`src/rtl/seven_segment_capture.sv`:
```
// seven_segment_capture: receive side of the multiplexed 4-digit MM:SS display.
// It debounces the {anode, segments} scan bus, decodes each digit back to BCD,
// rebuilds the full frame and presents binary minutes and seconds.
// Optional build macro: SSD_CAPTURE_ERR_COUNT_EN enables the saturating error counter.
module seven_segment_capture #(
  parameter int STABLE_CYCLES  = 16,
  parameter int TIMEOUT_CYCLES = 262144
) (
  input  logic        clk,
  input  logic        rst,
  input  logic [10:0] seg_i,
  output logic [5:0]  min_o,
  output logic [5:0]  sec_o,
  output logic        valid_o,
  output logic        err_o,
  output logic        stale_o,
  output logic [7:0]  err_cnt_o
);

  localparam int SCW = (STABLE_CYCLES > 2) ? $clog2(STABLE_CYCLES) : 1;
  localparam int TCW = $clog2(TIMEOUT_CYCLES + 1);
  localparam logic [SCW-1:0] STAB_MAX = SCW'(STABLE_CYCLES - 1);
  localparam logic [TCW-1:0] TMO_MAX  = TCW'(TIMEOUT_CYCLES);

  typedef enum logic {S_IDLE, S_COLLECT} state_e;

  logic [10:0]    sample_q, sample_d;
  logic [SCW-1:0] stab_q, stab_d;
  logic           accept_q, accept_d;
  state_e         state_q, state_d;
  logic [1:0]     exp_q, exp_d;
  logic [3:0]     digit_q [4];
  logic [3:0]     digit_d [4];
  logic           done_q, done_d;
  logic [5:0]     min_q, min_d, sec_q, sec_d;
  logic           valid_q, valid_d, err_q, err_d;
  logic [TCW-1:0] tmo_q, tmo_d;

  logic [1:0] pos;
  logic       pos_ok, blank, dig_ok, frame_err, range_err;
  logic [3:0] dig;
  logic [6:0] min_calc, sec_calc;

  // Stability filter: one accept strobe when the bus has matched the sample for STABLE_CYCLES-1 edges.
  always_comb begin
    // NOTE: every always_comb output gets a default first so no path leaves a latch.
    sample_d = seg_i;
    stab_d   = stab_q;
    accept_d = 1'b0;
    if (seg_i != sample_q) begin
      stab_d = '0;
    end else if (stab_q != STAB_MAX) begin
      stab_d = stab_q + SCW'(1);
      if (stab_q == STAB_MAX - SCW'(1)) accept_d = 1'b1;
    end
  end

  // Anode and segment decode of the accepted bus value.
  always_comb begin
    pos    = 2'd0;
    pos_ok = 1'b1;
    blank  = 1'b0;
    case (sample_q[10:7])
      4'b0111: pos = 2'd0;
      4'b1011: pos = 2'd1;
      4'b1101: pos = 2'd2;
      4'b1110: pos = 2'd3;
      4'b1111: blank = 1'b1;
      default: pos_ok = 1'b0;
    endcase
    dig    = 4'd0;
    dig_ok = 1'b1;
    case (sample_q[6:0])
      7'b0000001: dig = 4'd0;
      7'b1001111: dig = 4'd1;
      7'b0010010: dig = 4'd2;
      7'b0000110: dig = 4'd3;
      7'b1001100: dig = 4'd4;
      7'b0100100: dig = 4'd5;
      7'b0100000: dig = 4'd6;
      7'b0001111: dig = 4'd7;
      7'b0000000: dig = 4'd8;
      7'b0000100: dig = 4'd9;
      default:    dig_ok = 1'b0;
    endcase
  end

  // Frame FSM: collects positions 0..3 in order, tolerating re-accept of the previous digit.
  always_comb begin
    state_d   = state_q;
    exp_d     = exp_q;
    digit_d   = digit_q;
    done_d    = 1'b0;
    frame_err = 1'b0;
    if (accept_q && !blank) begin
      if (!pos_ok || !dig_ok) begin
        frame_err = 1'b1;
        state_d   = S_IDLE;
      end else begin
        case (state_q)
          S_IDLE: begin
            if (pos == 2'd0) begin
              digit_d[0] = dig;
              state_d    = S_COLLECT;
              exp_d      = 2'd1;
            end
          end
          default: begin
            if (pos == exp_q) begin
              digit_d[pos] = dig;
              if (exp_q == 2'd3) begin
                done_d  = 1'b1;
                state_d = S_IDLE;
              end else begin
                exp_d = exp_q + 2'd1;
              end
            end else if (pos == exp_q - 2'd1) begin
              digit_d[pos] = dig;
            end else begin
              frame_err = 1'b1;
              if (pos == 2'd0) begin
                digit_d[0] = dig;
                exp_d      = 2'd1;
              end else begin
                state_d = S_IDLE;
              end
            end
          end
        endcase
      end
    end
  end

  // Output stage: binary conversion, range check, valid/error pulses and timeout counter.
  always_comb begin
    min_calc  = {3'b000, digit_q[0]} * 7'd10 + {3'b000, digit_q[1]};
    sec_calc  = {3'b000, digit_q[2]} * 7'd10 + {3'b000, digit_q[3]};
    range_err = done_q && (min_calc > 7'd63 || sec_calc > 7'd63);
    valid_d   = done_q && !range_err;
    err_d     = frame_err || range_err;
    min_d     = valid_d ? min_calc[5:0] : min_q;
    sec_d     = valid_d ? sec_calc[5:0] : sec_q;
    if (valid_d)              tmo_d = '0;
    else if (tmo_q == TMO_MAX) tmo_d = tmo_q;
    else                       tmo_d = tmo_q + TCW'(1);
  end

  // State registers with synchronous reset; a reset mid-frame drops any partial digits.
  always_ff @(posedge clk) begin
    // NOTE: sequential state uses non-blocking assignments so all flops update from pre-edge values.
    if (rst) begin
      sample_q <= 11'h7FF;
      stab_q   <= '0;
      accept_q <= 1'b0;
      state_q  <= S_IDLE;
      exp_q    <= 2'd1;
      for (int i = 0; i < 4; i++) digit_q[i] <= 4'd0;
      done_q   <= 1'b0;
      min_q    <= '0;
      sec_q    <= '0;
      valid_q  <= 1'b0;
      err_q    <= 1'b0;
      tmo_q    <= '0;
    end else begin
      sample_q <= sample_d;
      stab_q   <= stab_d;
      accept_q <= accept_d;
      state_q  <= state_d;
      exp_q    <= exp_d;
      digit_q  <= digit_d;
      done_q   <= done_d;
      min_q    <= min_d;
      sec_q    <= sec_d;
      valid_q  <= valid_d;
      err_q    <= err_d;
      tmo_q    <= tmo_d;
    end
  end

  assign min_o   = min_q;
  assign sec_o   = sec_q;
  assign valid_o = valid_q;
  assign err_o   = err_q;
  assign stale_o = (tmo_q == TMO_MAX);

`ifdef SSD_CAPTURE_ERR_COUNT_EN
  logic [7:0] err_cnt_q, err_cnt_d;

  // Error counter: +1 per err_o pulse, saturating, cleared only by reset.
  always_comb begin
    err_cnt_d = err_cnt_q;
    if (err_q && err_cnt_q != 8'hFF) err_cnt_d = err_cnt_q + 8'd1;
  end

  // Error counter register.
  always_ff @(posedge clk) begin
    if (rst) err_cnt_q <= 8'd0;
    else     err_cnt_q <= err_cnt_d;
  end

  assign err_cnt_o = err_cnt_q;
`else
  assign err_cnt_o = 8'd0;
`endif

endmodule
```
`config.mk`:
```
export PLATFORM = sky130hd
export DESIGN_NAME = seven_segment_capture
export DESIGN_NICKNAME = d
export VERILOG_FILES = /design/src/rtl/seven_segment_capture.sv
export SDC_FILE = /design/constraint.sdc
export NUM_CORES = 1
export LEC_CHECK = 0
export CAP_MARGIN = 20
export CORE_UTILIZATION = 45
export DETAILED_ROUTE_END_ITERATION = 12
export PLACE_DENSITY_LB_ADDON = 0.05
export SETUP_SLACK_MARGIN = 0.3
export SYNTH_ARGS = -nofsm -noshare
export SYNTH_HDL_FRONTEND = slang
export SYNTH_SLANG_ARGS = --single-unit
export TNS_END_PERCENT = 30
```
`constraint.sdc`:
```
create_clock -name clk -period 4.3 [get_ports clk]
set_input_delay 0.86 -clock clk [delete_from_list [all_inputs] [get_ports clk]]
set_output_delay 0.86 -clock clk [all_outputs]
set_load 0.1 [all_outputs]
```
==> metrics, run 1 <==
status=finished clean; synthesized area=3850 um^2; Worst setup EP type=primary output; unrepaired setup endpoints after global routing=false; wire per inst=13.1 um; top post-synthesis cells by area=dfxtp_1 (36%), mux2i_1 (6.5%), ha_1 (5.8%); Final setup viols=0; post-route clock period utilization=0.726; placed cell count=533; H-Tree Depth=3; DIE WIDTH=94.5 um; worst-path cell chain=inv_1, ha_1, nor4b_1, nand4_1, nor4_2, buf_4; die area=8930 um^2; setup bufs post-CTS=0; initial DRC count=95; maximum vdd drop=197 uV; Final ANT Viol Nets=0; max-slew violations=0; worst rel slew slack=0.346; syn avg cell area=9.28 um^2; WS Path Type=reg -> out; first-pass iteration count of the detailed router=4; Main synth FF type=dfxtp_1; Peak Freq=320 MHz; crit path max fanout=4; warnings from Yosys=0; sequential area share after synthesis=0.359; leakage=1.76 nW; R2R Setup Slk=1.29 ns; DR vias/cell=5.17; NumNets Final=474; first-pass GRT wire length=12400 um; share of the synthesized area in the top cell type=0.359; Clock Sinks=69; crit path time final=3.12 ns; Syn Inst Count=415; most frequent cell after synthesis=dfxtp_1; WHS=0.475 ns; PD cells=302 nW/um^2; CTS Buffer Depth=2; layout cell share with drive strength beyond 1=0.0968; clock root buffer=clkbuf_8; Routed WL=7180 um; WP data required=3.44 ns; Seq cells post-synth=69; Max-Cap Viols=0; Setup Skew=0.0116 ns; Synth Area in Simple Gates=0.249; XOR/XNOR Fraction of Synth Area=0.0978; gpl congestion=0.786; largest net degree at the start of global routing=31; crit path launch type=flip-flop; Compound-Gate Fraction of Synth Area=0.0997; FP Rows=33; Clk Latency, worst-skew pair=0.35 ns; Vias=2839; Buffers on Ports=27; worst min path class=reg -> reg; crit path DAT=2.26 ns; CTS tree=yes; Die Ht=94.5 um; Post-synth top cells=dfxtp_1 (69), nor2_1 (49), mux2i_1 (25); total track usage=0.180; Post-synth ARST share=0; setup TNS=0 ns; filler cell count in the final layout=754; area grow syn2layout=13.8%; num ports=36; EDFF count, synth=0; total CTS buffers=9; mux contribution to synthesized area=0.0650; CP max-delay cell=nor4_2; Yosys cell types=57; total gr overflow=0; adder-cell share of the synthesized area=0.0818; Placeable Area=8260 um^2; dpl hpwl=5190 um; vias in the first global route=2626; main combinational cell family by area after synthesis=simple AND/OR/NAND/NOR gates; starting density of the core=0.467; DRC=0; Crit path largest cell delay=0.51 ns; CTS Hold Bufs=0; initial antenna violation count=0; Final Non-Filler Cells=549; cts repair resizes=0; Fin. Hold Viols=0; Reg clk slew, reported paths=0.08 ns; actual slew at the worst max-slew pin=0.977 ns; leading area contributor after synthesis=dfxtp_1; n_diodes=0
registers in the layout, summed over array words and instances, names as in the netlist, 2 cells and up:
signal / cells
stab_q: 4
sample_q: 11
digit_q: 16
tmo_q: 19
exp_q: 2
min_o: 6
sec_o: 6
layer usage:
metal	share of wire	routed length, um	vias up	GRT usage
met2	0.43	3080	47	0.269
met3	0.032	233	8	0.0475
met5	0	0	-	0
met4	0.016	117	0	0.0669
li1	-	-	1480	-
met1	0.52	3750	1304	0.248
worst paths after layout:
| check | start | end | cells past startpoint |
|---|---|---|---|
| setup reg to reg | digit_q[5]$_SDFFE_PP0P_ | tmo_q[14]$_SDFFE_PP0N_ | 11 |
| setup / recovery | tmo_q[0]$_SDFFE_PP0N_ | stale_o | 6 |
| hold / removal | digit_q[9]$_SDFFE_PP0P_ | digit_q[9]$_SDFFE_PP0P_ | 2 |
| hold reg to reg | digit_q[9]$_SDFFE_PP0P_ | digit_q[9]$_SDFFE_PP0P_ | 2 |
area by class of cell:
type	instances	area [um^2]	share of cell area
well taps	105	131	0.0300
repair buffers	29	283	0.0645
clock buffers	10	138	0.0314
inverters	15	56.3	0.0128
multi-input cells	315	2320	0.530
flip-flops and latches	69	1380	0.315
clock inverters	6	70.1	0.0160
worst max-delay path: cells and delay by family, from the launching register on:
family	cells	cell delay [ns]
DFF	1	0.33
buffers and inverters	2	0.48
adders and majority gates	1	0.17
and+or+nand+nor	3	0.94
metrics by stage:
stage	utilization	power (mW)	instance area [um^2]	setup slack, ns
final	0.531	1.32	4380	1.18
after global routing	0.531	1.38	4380	0.987
after CTS	0.531	1.35	4380	1.16
after detailed placement	0.506	0.782	4180	1.24
after global placement	0.506	0.780	4180	1.35
after floorplan	-	0.762	3880	0.695
cell families (layout without fill, tap and decap cells):
| kind of cell | after synthesis | count (layout) |
|---|---|---|
| adder cells (fa/ha/maj) | 23 | 23 |
| AO/OA/AOI/OAI | 43 | 43 |
| buffers and inverters | 38 | 60 |
| other | 1 | 8 |
| XOR/XNOR | 43 | 43 |
| multiplexers | 25 | 25 |
| flip-flops | 69 | 69 |
| AND/OR/NAND/NOR | 173 | 173 |
placed cells by master, fill, tap and decap left out, types with 6 or more instances in the layout:
master,instances
dfxtp_1,69
nor2_1,49
ha_1,18
xor2_1,24
or2_2,12
clkbuf_8,10
conb_1,8
nand4b_1,6
nand3_1,14
and3_1,8
xnor2_1,19
nand4_1,6
inv_1,15
clkdlybuf4s50_1,26
a21oi_1,10
mux2i_1,25
a211oi_1,6
nand2b_1,16
nor3_1,7
nand2_1,22
power breakdown:
part / leakage [nW] / total (mW) / switching, mW / internal [mW]
Combinational: 1.10 / 0.105 / 0.0687 / 0.0364
Sequential: 0.560 / 0.662 / 0.0153 / 0.646
Clock: 0.107 / 0.557 / 0.268 / 0.289
No activity file was read; power rests on OpenSTA's default activity.
==> run 2: changes to the inputs <==
==> constraint.sdc (replaced) <==
create_clock -name clk -period 2.64 [get_ports clk]
set_input_delay 0.528 -clock clk [delete_from_list [all_inputs] [get_ports clk]]
set_output_delay 0.528 -clock clk [all_outputs]
set_load 0.1 [all_outputs]
==> run 2 against run 1 <==
Via count grew 6.3%. Wire length grew 9.7%. Utilization grew 4.2 points. Critical path type is now reg -> reg. Non-clock buffer count grew 19.
==> metrics, run 2 (same netlist as run 1, synthesis figures left out) <==
status=finished clean; commonest non-fill, non-tap cell in the layout=dfxtp_1; Clk Latency, worst-skew pair=0.34 ns; Buffers on Ports=27; crit path DAT=2.71 ns; top flop regs=tmo_q (19), digit_q (16), sample_q (11); maximum vdd drop=212 uV; vias in the first global route=2809; leakage=1.91 nW; Worst setup EP type=flip-flop; Fin. Hold Viols=0; Die Ht=94.5 um; critical path's most frequent cell=ha_4; NumNets Final=493; Vias=3017; WS Path Type=reg -> reg; area grow syn2layout=22.7%; first-pass GRT wire length=13300 um; die area=8930 um^2; CP bufs+invs=3; DR vias/cell=5.31; Routed WL=7870 um; layout cell share with drive strength beyond 1=0.220; total CTS buffers=9; Worst path top cell family by delay=adder cells; Crit path largest cell delay=0.46 ns; first-pass iteration count of the detailed router=5; total gr overflow=0; actual slew at the worst max-slew pin=0.754 ns; crit path time final=2.47 ns; Peak Freq=405 MHz; Max-Cap Viols=0; Reg area=1390 um^2; CTS tree=yes; Largest Register=tmo_q; initial DRC count=81; Multi-input gate area=2470 um^2; unrepaired setup endpoints after global routing=true; gpl congestion=0.795; Final ANT Viol Nets=0; max-slew violations=0; crit path max fanout=6; PD cells=440 nW/um^2; largest net degree at the start of global routing=20; clock root buffer=clkbuf_8; crit path launch type=flip-flop; n_diodes=0; Reg clk slew, reported paths=0.07 ns; Final setup viols=0; CTS Buffer Depth=2; WHS=0.476 ns; worst min path class=reg -> reg; post-route clock period utilization=0.934; H-Tree Depth=3; WP data required=2.88 ns; starting density of the core=0.467; Setup Skew=0.0100 ns; Clock Sinks=69; worst rel slew slack=0.497; setup TNS=0 ns; total track usage=0.191; DRC=0; num ports=36; FP Rows=33; DIE WIDTH=94.5 um; CP max-delay cell=fa_1; dpl hpwl=5640 um; wire per inst=13.9 um; filler cell count in the final layout=751; Placeable Area=8260 um^2; worst-path cell chain=ha_4, ha_4, inv_2, fa_1, nand3b_1, o21ai_2, xnor2_2, nand3_2, buf_6, buf_12, mux2i_2, nor2_1; initial antenna violation count=0; max reg flops=19; most frequent cells in the layout=dfxtp_1 (63), nor2_1 (43), buf_4 (29), mux2i_1 (24), xor2_1 (24)
[run 2: per-layer routing]
| layer | track usage | vias to the layer above | wire length, um |
|---|---|---|---|
| met5 | 0 | - | 0 |
| met4 | 0.0429 | 0 | 62 |
| met3 | 0.0507 | 7 | 248 |
| met2 | 0.307 | 48 | 3680 |
| met1 | 0.255 | 1438 | 3880 |
| li1 | - | 1524 | - |
[run 2: final cells by class]
cell class                 count  area share
clock buffer                  13      0.0360
sequential                    69       0.295
multi-input combinational    315       0.523
inverter                      15      0.0119
clock inverter                 3     0.00371
tap                          105      0.0278
timing repair buffer          48       0.103
[run 2: where the power goes]
group	switching, mW	internal, mW
combinational	0.122	0.0757
sequential	0.0214	1.05
clock	0.386	0.421
total	0.530	1.55
[run 2: final timing paths]
| kind | depth (start not counted) | endpoint | from | slack, ns |
|---|---|---|---|---|
| hold / removal | 2 | digit_q[9]$_SDFFE_PP0P_ | digit_q[9]$_SDFFE_PP0P_ | 0.48 |
| setup / recovery | 12 | min_o[0]$_SDFFE_PP0P_ | digit_q[5]$_SDFFE_PP0P_ | 0.17 |
| setup reg to reg | 12 | min_o[0]$_SDFFE_PP0P_ | digit_q[5]$_SDFFE_PP0P_ | 0.17 |
| hold reg to reg | 2 | digit_q[9]$_SDFFE_PP0P_ | digit_q[9]$_SDFFE_PP0P_ | 0.48 |
[run 2: worst min-delay path, cell delays in order, from the launching register on]
cell	delay, ns
dfxtp_1	0.32
inv_1	0.06
a221oi_2	0.05
[run 2: stage by stage]
stage               cell area (um^2)  setup WS (ns)  std cells  utilization  total power, mW
detailed placement              4310         0.0487        542        0.522             1.28
global route                    4730         0.0417        568        0.572             2.17
global placement                4310         0.0901        542        0.522             1.28
CTS                             4630          0.224        566        0.560             2.09
finish                          4730          0.174        568        0.572             2.08
floorplan                       3990          0.215        422            -             1.25
[run 2: what timing repair did]
| action | CTS | global route |
|---|---|---|
| resized for setup | 14 | 14 |
| hold buffers | 0 | 0 |
| endpoints found under the hold margin | 0 | 0 |
| gates cloned | 1 | 2 |
| pin swaps | 7 | 7 |
| endpoints found under the setup margin | 35 | 48 |
| buffers inserted | 7 | 0 |
==> run 3: changes to the inputs <==
==> constraint.sdc (replaced) <==
create_clock -name clk -period 2.28 [get_ports clk]
set_input_delay 0.456 -clock clk [delete_from_list [all_inputs] [get_ports clk]]
set_output_delay 0.456 -clock clk [all_outputs]
set_load 0.1 [all_outputs]
==> run 3 against run 2 <==
Sequential power up 16%. Final cell count up 4.2%. The flow now finishes with violations (setup timing). Non-clock buffer count grew 24. Utilization increased by 2.0 points. Total power up 26%. Critical path depth decreased by 1. Via count up 0.63%. Largest power group unchanged.
==> metrics, run 3 (same netlist as run 1, synthesis figures left out) <==
status=finished, violations left; failing checks=setup timing; Seq pwr share=0.474; max-slew violations=0; total CTS buffers=9; Largest Register=tmo_q; post-route clock period utilization=1.06; Net Sw Frac=0.249; Vias=3036; reg-to-reg endpoint=sec_o[4]$_SDFFE_PP0P_; WS Path Type=reg -> reg; Buffers on Ports=27; crit path max fanout=12; WP data required=2.51 ns; launch point of the worst path=digit_q[5]$_SDFFE_PP0P_; initial DRC count=72; crit path time final=2.42 ns; gpl congestion=0.799; post-route setup slack=-0.138 ns; layout cell share with drive strength beyond 1=0.269; PD cells=534 nW/um^2; leakage=2.03 nW; vias in the first global route=2848; DR vias/cell=5.13; commonest non-fill, non-tap cell in the layout=dfxtp_1; Peak Freq=414 MHz; R2R Path Start=digit_q[5]$_SDFFE_PP0P_; largest net degree at the start of global routing=27; first-pass iteration count of the detailed router=6; Clk Latency, worst-skew pair=0.35 ns; unrepaired setup endpoints after global routing=true; total gr overflow=0; initial antenna violation count=0; CP endpoint=sec_o[4]$_SDFFE_PP0P_; switching power=651 uW; R2R Setup Slk=-0.14 ns; Final ANT Viol Nets=0; CTS tree=yes; setup TNS=-3.17 ns; pre-CTS setup slack=-0.199 ns; DRC=0; CTS Buffer Depth=2; Reg clk slew, reported paths=0.07 ns; maximum vdd drop=326 uV; first-pass GRT wire length=12700 um; Final setup viols=33; max reg flops=19; n_diodes=0; Die Ht=94.5 um; die area=8930 um^2; worst min path class=reg -> reg; most frequent cells in the layout=dfxtp_1 (57), buf_4 (54), nor2_1 (49), mux2i_1 (24), xor2_1 (24); Placeable Area=8260 um^2; DIE WIDTH=94.5 um; crit path launch type=flip-flop; total track usage=0.181; setup bufs post-CTS=0; top flop regs=tmo_q (19), digit_q (16), sample_q (11); Worst Reg2Reg Path Length in Cells=11; FP Rows=33; Max-Cap Viols=0; CTS Hold Bufs=0; starting density of the core=0.467; Clock Sinks=69; area grow syn2layout=27.1%; num ports=36; dpl hpwl=5690 um; Comb pwr share=0.094; Clk pwr share=0.432; H-Tree Depth=3; Worst setup EP type=flip-flop; Setup Skew=0.00830 ns; Routed WL=7560 um; wire per inst=12.8 um; NumNets Final=517; Cell Int Power=1.96 mW; crit path DAT=2.65 ns; Fin. Hold Viols=0; clock root buffer=clkbuf_8
[run 3: changes by cell type in the layout (fill, tap and decap cells not counted), sizes merged]
cell	delta
bufinv	+2
clkinv	+1
inv	+1
clkinvlp	-1
clkbuf	-5
buf	+26
[run 3: metrics by stage]
step	area, um^2	std cells	utilization	hold slack (ns)	power [mW]
detailed placement	4580	576	0.554	0.470	1.51
global placement	4580	576	0.554	0.465	1.51
floorplan	3990	422	-	0.447	1.44
finish	4890	592	0.593	0.476	2.61
global route	4890	592	0.593	0.497	2.71
CTS	4860	592	0.588	0.482	2.63
[run 3: final cells by class]
| class | count | area, um^2 |
|---|---|---|
| Tap cell | 105 | 131 |
| Inverter | 15 | 56.3 |
| Timing Repair Buffer | 72 | 619 |
| Sequential cell | 69 | 1400 |
| Multi-Input combinational cell | 315 | 2460 |
| Clock inverter | 6 | 85.1 |
| Fill cell | 763 | 3360 |
| Clock buffer | 10 | 138 |
[run 3: worst max-delay path, cell delays in order, from the launching register on]
cell and delay (ns):
dfxtp_4 0.35, ha_4 0.27, ha_4 0.11, inv_2 0.03, fa_1 0.48, nand3b_1 0.18, o21ai_1 0.17, xnor2_1 0.19
nand3_2 0.14, buf_6 0.19, mux2i_1 0.16, nor2_1 0.05
[run 3: repair_timing]
item,CTS,global route
pin swaps,10,4
setup endpoints to repair,53,53
gates cloned,0,0
resized for setup,18,8
[run 3: power groups by stage]
stage | combinational (mW) | clock, mW | sequential, mW
6_report | 0.247 | 1.13 | 1.24
5_1_grt | 0.269 | 1.20 | 1.24
4_1_cts | 0.245 | 1.15 | 1.24
3_5_place_dp | 0.240 | 0 | 1.27
3_3_place_gp | 0.239 | 0 | 1.27
2_1_floorplan | 0.182 | 0 | 1.26
[run 3: how the worst min path moves through the flow]
stage | depth (start not counted) | slack [ns] | startpoint | to
6_report | 2 | 0.48 | digit_q[0]$_SDFFE_PP0P_ | digit_q[0]$_SDFFE_PP0P_
5_1_grt | 2 | 0.50 | digit_q[0]$_SDFFE_PP0P_ | digit_q[0]$_SDFFE_PP0P_
4_1_cts | 2 | 0.48 | digit_q[0]$_SDFFE_PP0P_ | digit_q[0]$_SDFFE_PP0P_
3_5_place_dp | 2 | 0.47 | digit_q[0]$_SDFFE_PP0P_ | digit_q[0]$_SDFFE_PP0P_
3_3_place_gp | 2 | 0.46 | digit_q[9]$_SDFFE_PP0P_ | digit_q[9]$_SDFFE_PP0P_
2_1_floorplan | 2 | 0.45 | digit_q[1]$_SDFFE_PP0P_ | digit_q[1]$_SDFFE_PP0P_
[run 3: routing by layer]
metal | track usage | wire length (um) | up-vias
li1 | - | - | 1567
met1 | 0.242 | 3920 | 1420
met2 | 0.285 | 3330 | 40
met3 | 0.0330 | 213 | 9
met4 | 0.0758 | 93 | 0
met5 | 0 | 0 | -
